## config.mk

```make
export PLATFORM = sky130hd
export DESIGN_NAME = jt12_pcm_interpol_mc
export DESIGN_NICKNAME = d
export VERILOG_FILES = /design/src/rtl/jt12_pcm_interpol_mc.sv
export SDC_FILE = /design/constraint.sdc
export NUM_CORES = 1
export LEC_CHECK = 0
export BUFFER_PORTS_ARGS = -buffer_cell sky130_fd_sc_hd__buf_2
export CORE_UTILIZATION = 55
export DETAILED_ROUTE_END_ITERATION = 7
export PLACE_DENSITY_LB_ADDON = 0.05
export SLEW_MARGIN = 20
export SYNTH_ARGS = -nofsm -noshare
export SYNTH_HDL_FRONTEND = slang
export SYNTH_SLANG_ARGS = --single-unit
```

## constraint.sdc

```tcl
create_clock -name clk -period 6.7 [get_ports clk]
set_input_delay 1.34 -clock clk [delete_from_list [all_inputs] [get_ports clk]]
set_output_delay 1.34 -clock clk [all_outputs]
set_load 0.01 [all_outputs]
```

## src/rtl/jt12_pcm_interpol_mc.sv

```systemverilog
// Multichannel linear PCM interpolator: each channel ramps from its previous
// sample to the new one at cen55 rate, with one sequential divider shared by all channels for the slopes.
module jt12_pcm_interpol_mc #(
   parameter int DW    = 9,
   parameter int CH    = 2,
   parameter int STEPW = 5,
   parameter int FRACW = 8,
   localparam int CHW  = $clog2(CH)
) (
   input  logic             clk,
   input  logic             rst,
   input  logic             cen55,
   input  logic             interp_en,
   input  logic             wr,
   input  logic [CHW-1:0]   wr_ch,
   input  logic [DW-1:0]    pcmin,
   output logic [CH*DW-1:0] pcmout,
   output logic [CH-1:0]    busy
);
   localparam int QW   = DW + 1 + FRACW;
   localparam int AW   = DW + FRACW + 1;
   localparam int SW   = AW + 2;
   localparam int CNTW = $clog2(QW);

   typedef enum logic [1:0] {IDLE, LOAD, RUN, DONE} state_t;
   state_t state_reg, state_next;

   logic [CHW-1:0]   cur_reg, grant_ch;
   logic [CNTW-1:0]  cnt_reg;
   logic [QW-1:0]    quo_reg;
   logic [STEPW:0]   rem_reg, rem_sh;
   logic [STEPW-1:0] div_reg;
   logic             neg_reg, grant, abort;
   logic signed [DW:0] diff;
   logic [DW:0]      mag;

   logic [CH-1:0]        pend_vec;
   logic signed [DW-1:0] new_arr  [CH];
   logic signed [DW-1:0] last_arr [CH];
   logic [STEPW-1:0]     dn_arr   [CH];

   // lowest pending channel wins the divider
   always_comb begin
      grant_ch = '0;
      for (int i = CH - 1; i >= 0; i--)
         if (pend_vec[i]) grant_ch = CHW'(i);
   end

   assign abort = wr && (wr_ch == cur_reg) && (state_reg != IDLE);

   always_comb begin
      state_next = state_reg;
      grant      = 1'b0;
      case (state_reg)
         IDLE: if (|pend_vec) begin
            grant      = 1'b1;
            state_next = LOAD;
         end
         LOAD: state_next = RUN;
         RUN:  if (cnt_reg == CNTW'(QW - 1)) state_next = DONE;
         DONE: state_next = IDLE;
         default: state_next = IDLE;
      endcase
      if (abort) state_next = IDLE;
   end

   always_ff @(posedge clk) begin
      if (rst) state_reg <= IDLE;
      else     state_reg <= state_next;
   end

   assign diff   = {new_arr[cur_reg][DW-1], new_arr[cur_reg]} - {last_arr[cur_reg][DW-1], last_arr[cur_reg]};
   assign mag    = diff[DW] ? $unsigned(-diff) : $unsigned(diff);
   assign rem_sh = {rem_reg[STEPW-1:0], quo_reg[QW-1]};

   // restoring division: the dividend shifts out of quo_reg as quotient bits shift in
   always_ff @(posedge clk) begin
      if (rst) begin
         cur_reg <= '0;
         cnt_reg <= '0;
         quo_reg <= '0;
         rem_reg <= '0;
         div_reg <= '0;
         neg_reg <= 1'b0;
      end else begin
         case (state_reg)
            IDLE: if (grant) cur_reg <= grant_ch;
            LOAD: begin
               quo_reg <= {mag, {FRACW{1'b0}}};
               neg_reg <= diff[DW];
               div_reg <= dn_arr[cur_reg];
               rem_reg <= '0;
               cnt_reg <= '0;
            end
            RUN: begin
               cnt_reg <= cnt_reg + CNTW'(1);
               if (rem_sh >= {1'b0, div_reg}) begin
                  rem_reg <= rem_sh - {1'b0, div_reg};
                  quo_reg <= {quo_reg[QW-2:0], 1'b1};
               end else begin
                  rem_reg <= rem_sh;
                  quo_reg <= {quo_reg[QW-2:0], 1'b0};
               end
            end
            default: ;
         endcase
      end
   end

   generate
      for (genvar gi = 0; gi < CH; gi++) begin : g_ch
         logic signed [AW-1:0] acc_reg, acc_next, target;
         logic signed [SW-1:0] acc_ext, tgt_ext, step_ext, ramp;
         logic signed [DW-1:0] new_reg, last_reg, out_reg;
         logic [QW-1:0]        step_reg;
         logic [STEPW-1:0]     pre_dn_reg, dn_reg;
         logic                 sgn_reg, pending_reg, wr_hit, done_hit;

         assign wr_hit   = wr && (wr_ch == CHW'(gi));
         assign done_hit = (state_reg == DONE) && (cur_reg == CHW'(gi)) && !abort;
         assign busy[gi] = pending_reg | ((state_reg != IDLE) && (cur_reg == CHW'(gi)));

         assign pend_vec[gi]          = pending_reg;
         assign new_arr[gi]           = new_reg;
         assign last_arr[gi]          = last_reg;
         assign dn_arr[gi]            = dn_reg;
         assign pcmout[gi*DW +: DW]   = out_reg;

         assign target   = {new_reg[DW-1], new_reg, {FRACW{1'b0}}};
         assign acc_ext  = {{2{acc_reg[AW-1]}}, acc_reg};
         assign tgt_ext  = {{2{target[AW-1]}}, target};
         assign step_ext = {2'b00, step_reg};

         // the ramp is computed two bits wider so a step past the target is caught before wrapping
         always_comb begin
            ramp     = sgn_reg ? (acc_ext - step_ext) : (acc_ext + step_ext);
            acc_next = acc_reg;
            if (!interp_en)
               acc_next = target;
            else if (!busy[gi]) begin
               if (sgn_reg ? (ramp <= tgt_ext) : (ramp >= tgt_ext))
                  acc_next = target;
               else
                  acc_next = ramp[AW-1:0];
            end
         end

         always_ff @(posedge clk) begin
            if (rst) begin
               acc_reg     <= '0;
               new_reg     <= '0;
               last_reg    <= '0;
               out_reg     <= '0;
               step_reg    <= '0;
               sgn_reg     <= 1'b0;
               pre_dn_reg  <= '1;
               dn_reg      <= STEPW'(1);
               pending_reg <= 1'b0;
            end else begin
               if (grant && (grant_ch == CHW'(gi))) pending_reg <= 1'b0;
               if (wr_hit) pending_reg <= 1'b1;
               if (done_hit) begin
                  step_reg <= quo_reg;
                  sgn_reg  <= neg_reg;
               end
               if (cen55) begin
                  out_reg <= acc_reg[FRACW +: DW];
                  acc_reg <= acc_next;
               end
               // a write overrides the cen55 accumulator update
               if (wr_hit) begin
                  acc_reg    <= target;
                  last_reg   <= new_reg;
                  new_reg    <= pcmin;
                  dn_reg     <= (pre_dn_reg == '0) ? STEPW'(1) : pre_dn_reg;
                  pre_dn_reg <= cen55 ? STEPW'(1) : '0;
               end else if (cen55 && (pre_dn_reg != '1)) begin
                  pre_dn_reg <= pre_dn_reg + STEPW'(1);
               end
            end
         end
      end
   endgenerate
endmodule
```

### Yosys cells after proc, flatten, opt, wreduce, memory -nomap -nowiden

Index checks and enable logic that the tools add are counted.

* register bits: 187
* input port bits: 15
* output and inout port bits: 20
* logic and storage cells: 145

* $add $sub $neg: 10
* magnitude comparators: 6
* equality and inequality tests: 13
* muxes and demuxes: 47
* bitwise logic cells: 6
* reductions and logical operators: 36

Operators with widths (number)
* $mux W18: 10
* $mux W9: 6
* $mux W5: 10
* $add A18 B19 Y20: 2
* $ge A20 B17 Y1: 2
* $le A20 B17 Y1: 2
* $mux W20: 2
* $sub A18 B19 Y20: 2
* $pmux W18 S2: 1
* $pmux W5 S2: 2
* $reduce_bool A2 Y1: 8
* $add A5 B1 Y5 const B: 3
* $logic_and A1 B1 Y1: 14
* $mux W1: 12
* $reduce_and A2 Y1: 6
* $logic_not A5 Y1: 2
* $mux W10: 1
* $ne A5 B5 Y1 const B: 2
* $neg A10 Y10: 1
* $sub A9 B9 Y10: 1
* $ne A2 B2 Y1 const B: 4
* $pmux W2 S4: 1
* $reduce_or A2 Y1: 4
* $ge A6 B5 Y1: 1
* other kinds (13): 19

### Depth between registers and ports, before layout

Gate-level depths: netlist (run 1).

* depth in word-level cells: 9
* mapped depth: 28
* gate-level depth less buffers: 26

### Worst setup path before layout (run 1)

OpenSTA, ideal clock, no wires.

* path kind: reg2reg
* start: register g_ch[1].step_reg[2]
* end: register g_ch[1].acc_reg[12]
* library setup time: 86 ps
* arrival: 5233 ps
* data required time: 6614 ps
* path slack: 1381 ps
* cell stages (with the launch flop): 23
* path buffers: 0
* period minus slack after synthesis: 5319 ps
* path through: dfxtp_1 nor2_1 nor4b_1 nor4bb_1 nor2_1 xnor2_1 ha_1 or3_1 a211oi_1 a32o_1 o21bai_1 a311oi_1 o21bai_1 a21o_1 xnor2_1 ha_1 or3b_1 o31ai_1 and3b_1 o21ai_2 a41oi_4 mux2_2 a211oi_1

* word-level cells in the longest chain between the ends: 9
* elaborated cells on any way between the ends: 11
* classes of those cells: add/sub: 2; order compare: 2; mux: 7

RTL lines
* from (decl): RTL line 115 `logic [QW-1:0] step_reg;`
* from (signal assigned): RTL line 163 `step_reg <= quo_reg;`
* $add A18 B19 Y20 or $sub A18 B19 Y20 (tied branches): RTL line 136 `ramp = sgn_reg ? (acc_ext - step_ext) : (acc_ext + step_ext);`
* $mux W20 *: RTL line 136
* $ge A20 B17 Y1 or $le A20 B17 Y1 (tied branches): RTL line 141 `if (sgn_reg ? (ramp <= tgt_ext) : (ramp >= tgt_ext))`
* $mux W1: RTL line 141
* $mux W18 *: RTL line 141
* $mux W18 *: RTL line 140 `else if (!busy[gi]) begin`
* $mux W18 *: RTL line 138 `if (!interp_en)`
* $mux W18 *: RTL line 166 `if (cen55) begin`
* $mux W18 *: RTL line 171 `if (wr_hit) begin`
* to (signal assigned): RTL line 168 `acc_reg <= acc_next;`
* to (signal assigned): RTL line 172 `acc_reg <= target;`
* to (decl): RTL line 112 `logic signed [AW-1:0] acc_reg, acc_next, target;`

Mark *: on every way between the ends. The rest lies on a longest branch, timed or not. The select of a mux whose other input is x is not followed.
A chain may end at the register's enable or synchronous reset.

### Final worst setup path (run 1)

Same ends and word-level chain as after synthesis.

==> impl_metrics.ini, run 1 <==
[route]
finalWirelength_um = 30000
drtIter0Drc = 650
drcViolationCount = 0
via_count = 10100
routed_via_density = 5.76
avgRoutedWirePerCell_um = 17.1
dr.pass1.iters = 6
ant_nets = 0

[grt]
antenna_found_initial = 0
grt_max_degree = 84
grt_pass1_vias = 9269
grt_pass1_wl_um = 48500
grt_overflow = 0
track_usage_pct = 28.3

[clocking]
cts_buffers = 17
clock_path_buffers = 2
worstSkewPairLatency_ns = 0.45
cts_tree = done
h-tree-depth = 4
root_buffer = clkbuf_16
postCtsHoldBufs = 0
cts.sinks = 187
cts.reportedPaths.clkPinSlew_ns = 0.08

[logic_synthesis]
syn-num-nets = 1578
synth_area_um2 = 11600
seq_area_frac_synth_pct = 32.3
yosysWarnings = 0
synthFlopType = dfxtp_1
syn_area_per_cell_um2 = 7.90
synth_cell_types = 76
netlist_instances = 1468
synth_seq_cells = 187
ys_async_sr_fraction_pct = 0
synth_edf_count = 0

[critical_path]
arrival_ns = 6.51
endpoint_kind = register
cp_max_fo = 7
r2r-end = g_ch[1].acc_reg[12]
crit_required_ns = 7.06
r2r_cells = 22
r2r-start = g_ch[1].step_reg[2]
worstSetupPathType = register to register
r2r_slack_ns = 0.54
startpoint_type = register

[sta]
timing.hold.ws_ns = 0.456
period_needed_ns = 6.16
finalWorstSetupSlack_ns = 0.542
post-route-period-util_pct = 91.9
fin_tns_setup_ns = 0
setup_viol = 0
rsz0062_at_grt = no
fmax_ghz = 0.162
hold_viol_final = 0
worstMarginPinSlew_ns = 0.868
skew_ns = 0.0196
max_slew_margin_pct = 42.1
slew_violations = 0

[cells_and_area]
multiInputGateArea_um2 = 7370
n_fill_cell = 1936
final_area_um2 = 12600
nNetsFinal = 1581
seqCellArea_um2 = 3740
finalCoreUtilization_pct = 61.7
area.growth.synth_to_final_pct = 8.67
diodes = 0
stdcell_count = 1754
final_layout_size_suffix_gt1_share_pct = 7.48

[floorplan]
initial_core_util_pct = 56.7
fp.coreArea_um2 = 20400
dieArea_um2 = 21700
num_rows = 52
ioPinCount = 35
die-height_um = 147
die_w_um = 147

[place]
dp_cells = 1718
dp_hpwl_um = 22300
port_buffers = 34
placed_area_um2 = 11900
gp_congestion = 0.854
pre_cts_slack_ns = 0.373

[worst_hold_path]
hold_end = g_ch[0].last_reg[7]
hold_path_class = register to register
hold_start = g_ch[0].last_reg[7]
min_delay_path_depth = 2

[job]
cap_violations = 0

[power]
power.leakage_nw = 4.84
p_total_mw = 4.27
powerDensity_nw_per_um2 = 339
vdd_drop_max_mv = 0.168

[status]
status = finished, final reports clean
metal layers:
metal	share of wire (%)	track usage (%)	routed length, um
met1	51	41.0	15200
met5	0	0	0
met3	3.2	3.48	946
met2	45	44.4	13500
met4	1.4	7.06	418
cell usage in the layout, fill, tap and decap left out, drive strengths merged, types with 10 or more instances in the layout:
cell type	Yosys	layout
a211oi	17	17
a21o	11	11
a21oi	160	160
and2	10	10
and3	10	10
buf	13	50
clkbuf	53	17
dfxtp	187	187
ha	91	91
inv	63	70
mux2i	69	69
nand2	203	203
nand2b	16	16
nand3	27	27
nand4	10	10
nor2	182	182
nor2b	15	15
nor3	31	31
nor4	14	14
o21a	10	10
o21ai	60	60
xnor2	58	58
xor2	28	28
critical path, stage by stage, from the launching register on:
cell and delay (ns):
dfxtp_1 0.34, nor2_1 0.17, nor4b_1 0.48, nor4bb_2 0.54, nor2_1 0.10, xnor2_1 0.14
ha_1 0.24, or3_1 0.36, a211oi_1 0.23, a32o_1 0.24, o21bai_1 0.09, a311oi_1 0.41
o21bai_1 0.10, a21o_1 0.19, xnor2_1 0.13, ha_1 0.30, or3b_1 0.37, o31ai_1 0.37
and3b_1 0.27, o21ai_2 0.09, a41oi_4 0.33, mux2_2 0.38, a211oi_1 0.22
layout make-up:
| cell class | count | area share [%] |
|---|---|---|
| flip-flops and latches | 187 | 29.7 |
| clock buffers | 17 | 3.38 |
| inverters | 64 | 1.91 |
| well taps | 270 | 2.68 |
| multi-input cells | 1151 | 58.5 |
| clock inverters | 15 | 1.51 |
| repair buffers | 50 | 2.32 |
report_power, final:
| group | total (mW) | switching (mW) | internal (mW) |
|---|---|---|---|
| sequential | 1.32 | 0.115 | 1.21 |
| clock | 1.05 | 0.539 | 0.511 |
| combinational | 1.90 | 1.10 | 0.795 |
| total | 4.27 | 1.76 | 2.51 |
Yosys cell counts, types with 27 or more instances:
library cell / instances / area [um2]
clkbuf_1: 53 / 199
mux2i_1: 69 / 691
nand2_1: 203 / 762
dfxtp_1: 187 / 3740
inv_1: 63 / 236
nand3_1: 27 / 135
nor3_1: 31 / 155
a21oi_1: 158 / 791
xor2_1: 28 / 245
xnor2_1: 58 / 508
nor2_1: 182 / 683
o21ai_0: 56 / 280
ha_1: 91 / 1140
repair_timing:
item | CTS | global route
setup endpoints to repair | 0 | 12
setup buffers | 0 | 4
resized for setup | 0 | 1
how the worst max path moves through the flow:
| stage | slack, ns | from | cells past startpoint | to |
|---|---|---|---|---|
| after detailed placement | 0.37 | g_ch[1].step_reg[2] | 22 | g_ch[1].acc_reg[12] |
| after CTS | 0.23 | g_ch[1].step_reg[2] | 22 | g_ch[1].acc_reg[12] |
| after global routing | 0.11 | g_ch[1].step_reg[2] | 22 | g_ch[1].acc_reg[12] |
| after floorplan | 1.38 | g_ch[1].step_reg[2] | 22 | g_ch[1].acc_reg[12] |
| after global placement | 0.53 | g_ch[1].step_reg[2] | 22 | g_ch[1].acc_reg[12] |
| final | 0.54 | g_ch[1].step_reg[2] | 22 | g_ch[1].acc_reg[12] |
kinds of logic after synthesis:
family / synth area share [%]
and+or+nand+nor: 21.0
adders and majority gates: 10.5
muxes: 6.38
DFF: 32.3
buffers and inverters: 4.26
xor gates and xnor gates: 6.50
AOI/OAI and AO/OA: 19.0
Power figures use the tool's default switching activity.
==> inputs of run 2 (changes only) <==
==> constraint.sdc (replaced) <==
create_clock -name clk -period 6.7 [get_ports clk]
set_input_delay 1.005 -clock clk [delete_from_list [all_inputs] [get_ports clk]]
set_output_delay 1.005 -clock clk [all_outputs]
set_load 0.01 [all_outputs]
==> impl_metrics.ini, run 2 (synthesized netlist as in run 1, its figures left out) <==
[clocking]
cts.sinks = 187
h-tree-depth = 4
cts_resized = 0
root_buffer = clkbuf_16
cts_tree = done
clock_path_buffers = 2
worstSkewPairLatency_ns = 0.45
cts.reportedPaths.clkPinSlew_ns = 0.08
cts_buffers = 17

[critical_path]
arrival_ns = 6.64
cp_max_fo = 7
endpoint_kind = register
worstSetupPathType = register to register
crit_required_ns = 7.05
startpoint_type = register

[grt]
antenna_found_initial = 0
grt_overflow = 0
grt_max_degree = 84
grt_pass1_vias = 9412
grt_pass1_wl_um = 48900
track_usage_pct = 28.5

[floorplan]
initial_core_util_pct = 56.7
die-height_um = 147
fp.coreArea_um2 = 20400
dieArea_um2 = 21700
num_rows = 52
ioPinCount = 35
die_w_um = 147

[cells_and_area]
mostFrequentLayoutCells = 203 x nand2_1, 187 x dfxtp_1, 182 x nor2_1
diodes = 0
n_fill_cell = 1899
final_layout_size_suffix_gt1_share_pct = 7.41
stdcell_count = 1754
final_common_cell = nand2_1
nNetsFinal = 1581
finalCoreUtilization_pct = 61.6
area.growth.synth_to_final_pct = 8.61

[job]
cap_violations = 0

[power]
p_total_mw = 4.27
vdd_drop_max_mv = 0.187
powerDensity_nw_per_um2 = 339
power.leakage_nw = 4.84

[worst_hold_path]
hold_path_class = register to register

[sta]
rsz0062_at_grt = no
fin_tns_setup_ns = 0
max_slew_margin_pct = 42.6
slew_violations = 0
skew_ns = 0.0180
worstMarginPinSlew_ns = 0.861
post-route-period-util_pct = 93.9
fmax_ghz = 0.159
setup_viol = 0
period_needed_ns = 6.29
finalWorstSetupSlack_ns = 0.406
hold_viol_final = 0

[place]
dp_cells = 1718
gp_congestion = 0.848
port_buffers = 34
dp_hpwl_um = 22300
pre_cts_slack_ns = 0.328

[route]
dr.pass1.iters = 5
via_count = 10100
ant_nets = 0
drcViolationCount = 0
avgRoutedWirePerCell_um = 17.1
drtIter0Drc = 619
routed_via_density = 5.74
finalWirelength_um = 30000

[status]
status = finished, final reports clean
[run 2: cell counts in the layout (fill, tap and decap cells not counted)]
Identical to the previous run, type by type.
[run 2: worst paths after layout]
kind	startpoint	to	slack (ns)	depth (start not counted)
setup reg to reg	g_ch[1].step_reg[2]	g_ch[1].acc_reg[9]	0.41	22
hold / removal	g_ch[0].last_reg[0]	g_ch[0].last_reg[0]	0.45	2
setup / recovery	g_ch[1].step_reg[2]	g_ch[1].acc_reg[9]	0.41	22
hold reg to reg	g_ch[0].last_reg[0]	g_ch[0].last_reg[0]	0.45	2
[run 2: what timing repair did]
item | CTS | global route
setup endpoints to repair | 0 | 9
hold buffers | 0 | 0
buffers inserted | 0 | 4
endpoints found under the hold margin | 0 | 0
[run 2: layout make-up]
class	instances	area, um2	area share (%)
Multi-Input combinational cell	1151	7360	58.5
Sequential cell	187	3740	29.7
Clock buffer	17	425	3.38
Tap cell	270	338	2.68
Timing Repair Buffer	50	293	2.33
Inverter	64	240	1.91
Clock inverter	15	190	1.51
[run 2: critical path, stage by stage (launching register included)]
cell and delay, ns:
dfxtp_1 0.34, nor2_1 0.18, nor4b_1 0.51, nor4bb_1 0.64, nor2_1 0.11, xnor2_1 0.15, ha_1 0.24, or3_1 0.36
a211oi_1 0.25, a32o_1 0.24, o21bai_1 0.09, a311oi_1 0.41, o21bai_1 0.11, a21o_1 0.19, xnor2_1 0.13, ha_1 0.30
or3b_1 0.38, o31ai_1 0.32, and3b_1 0.25, o21ai_2 0.09, a41oi_4 0.32, mux2_2 0.37, a211oi_1 0.22
[run 2: metrics by stage]
stage	instance area (um2)	hold slack (ns)
after floorplan	11600	0.433
after global placement	11900	0.442
after detailed placement	11900	0.446
after CTS	12600	0.457
after global routing	12600	0.474
final	12600	0.454
[run 2: report_power, final]
part	internal [mW]	switching, mW
combinational	0.796	1.11
clock	0.511	0.537
sequential	1.21	0.115
total	2.51	1.76
[run 2: per-layer routing]
metal	vias to the layer above	GRT usage (%)	share of wire [%]
li1	5143	-	-
met1	4693	40.8	49
met4	0	6.60	1.4
met3	29	4.97	4.7
met2	201	44.2	45
met5	-	0	0
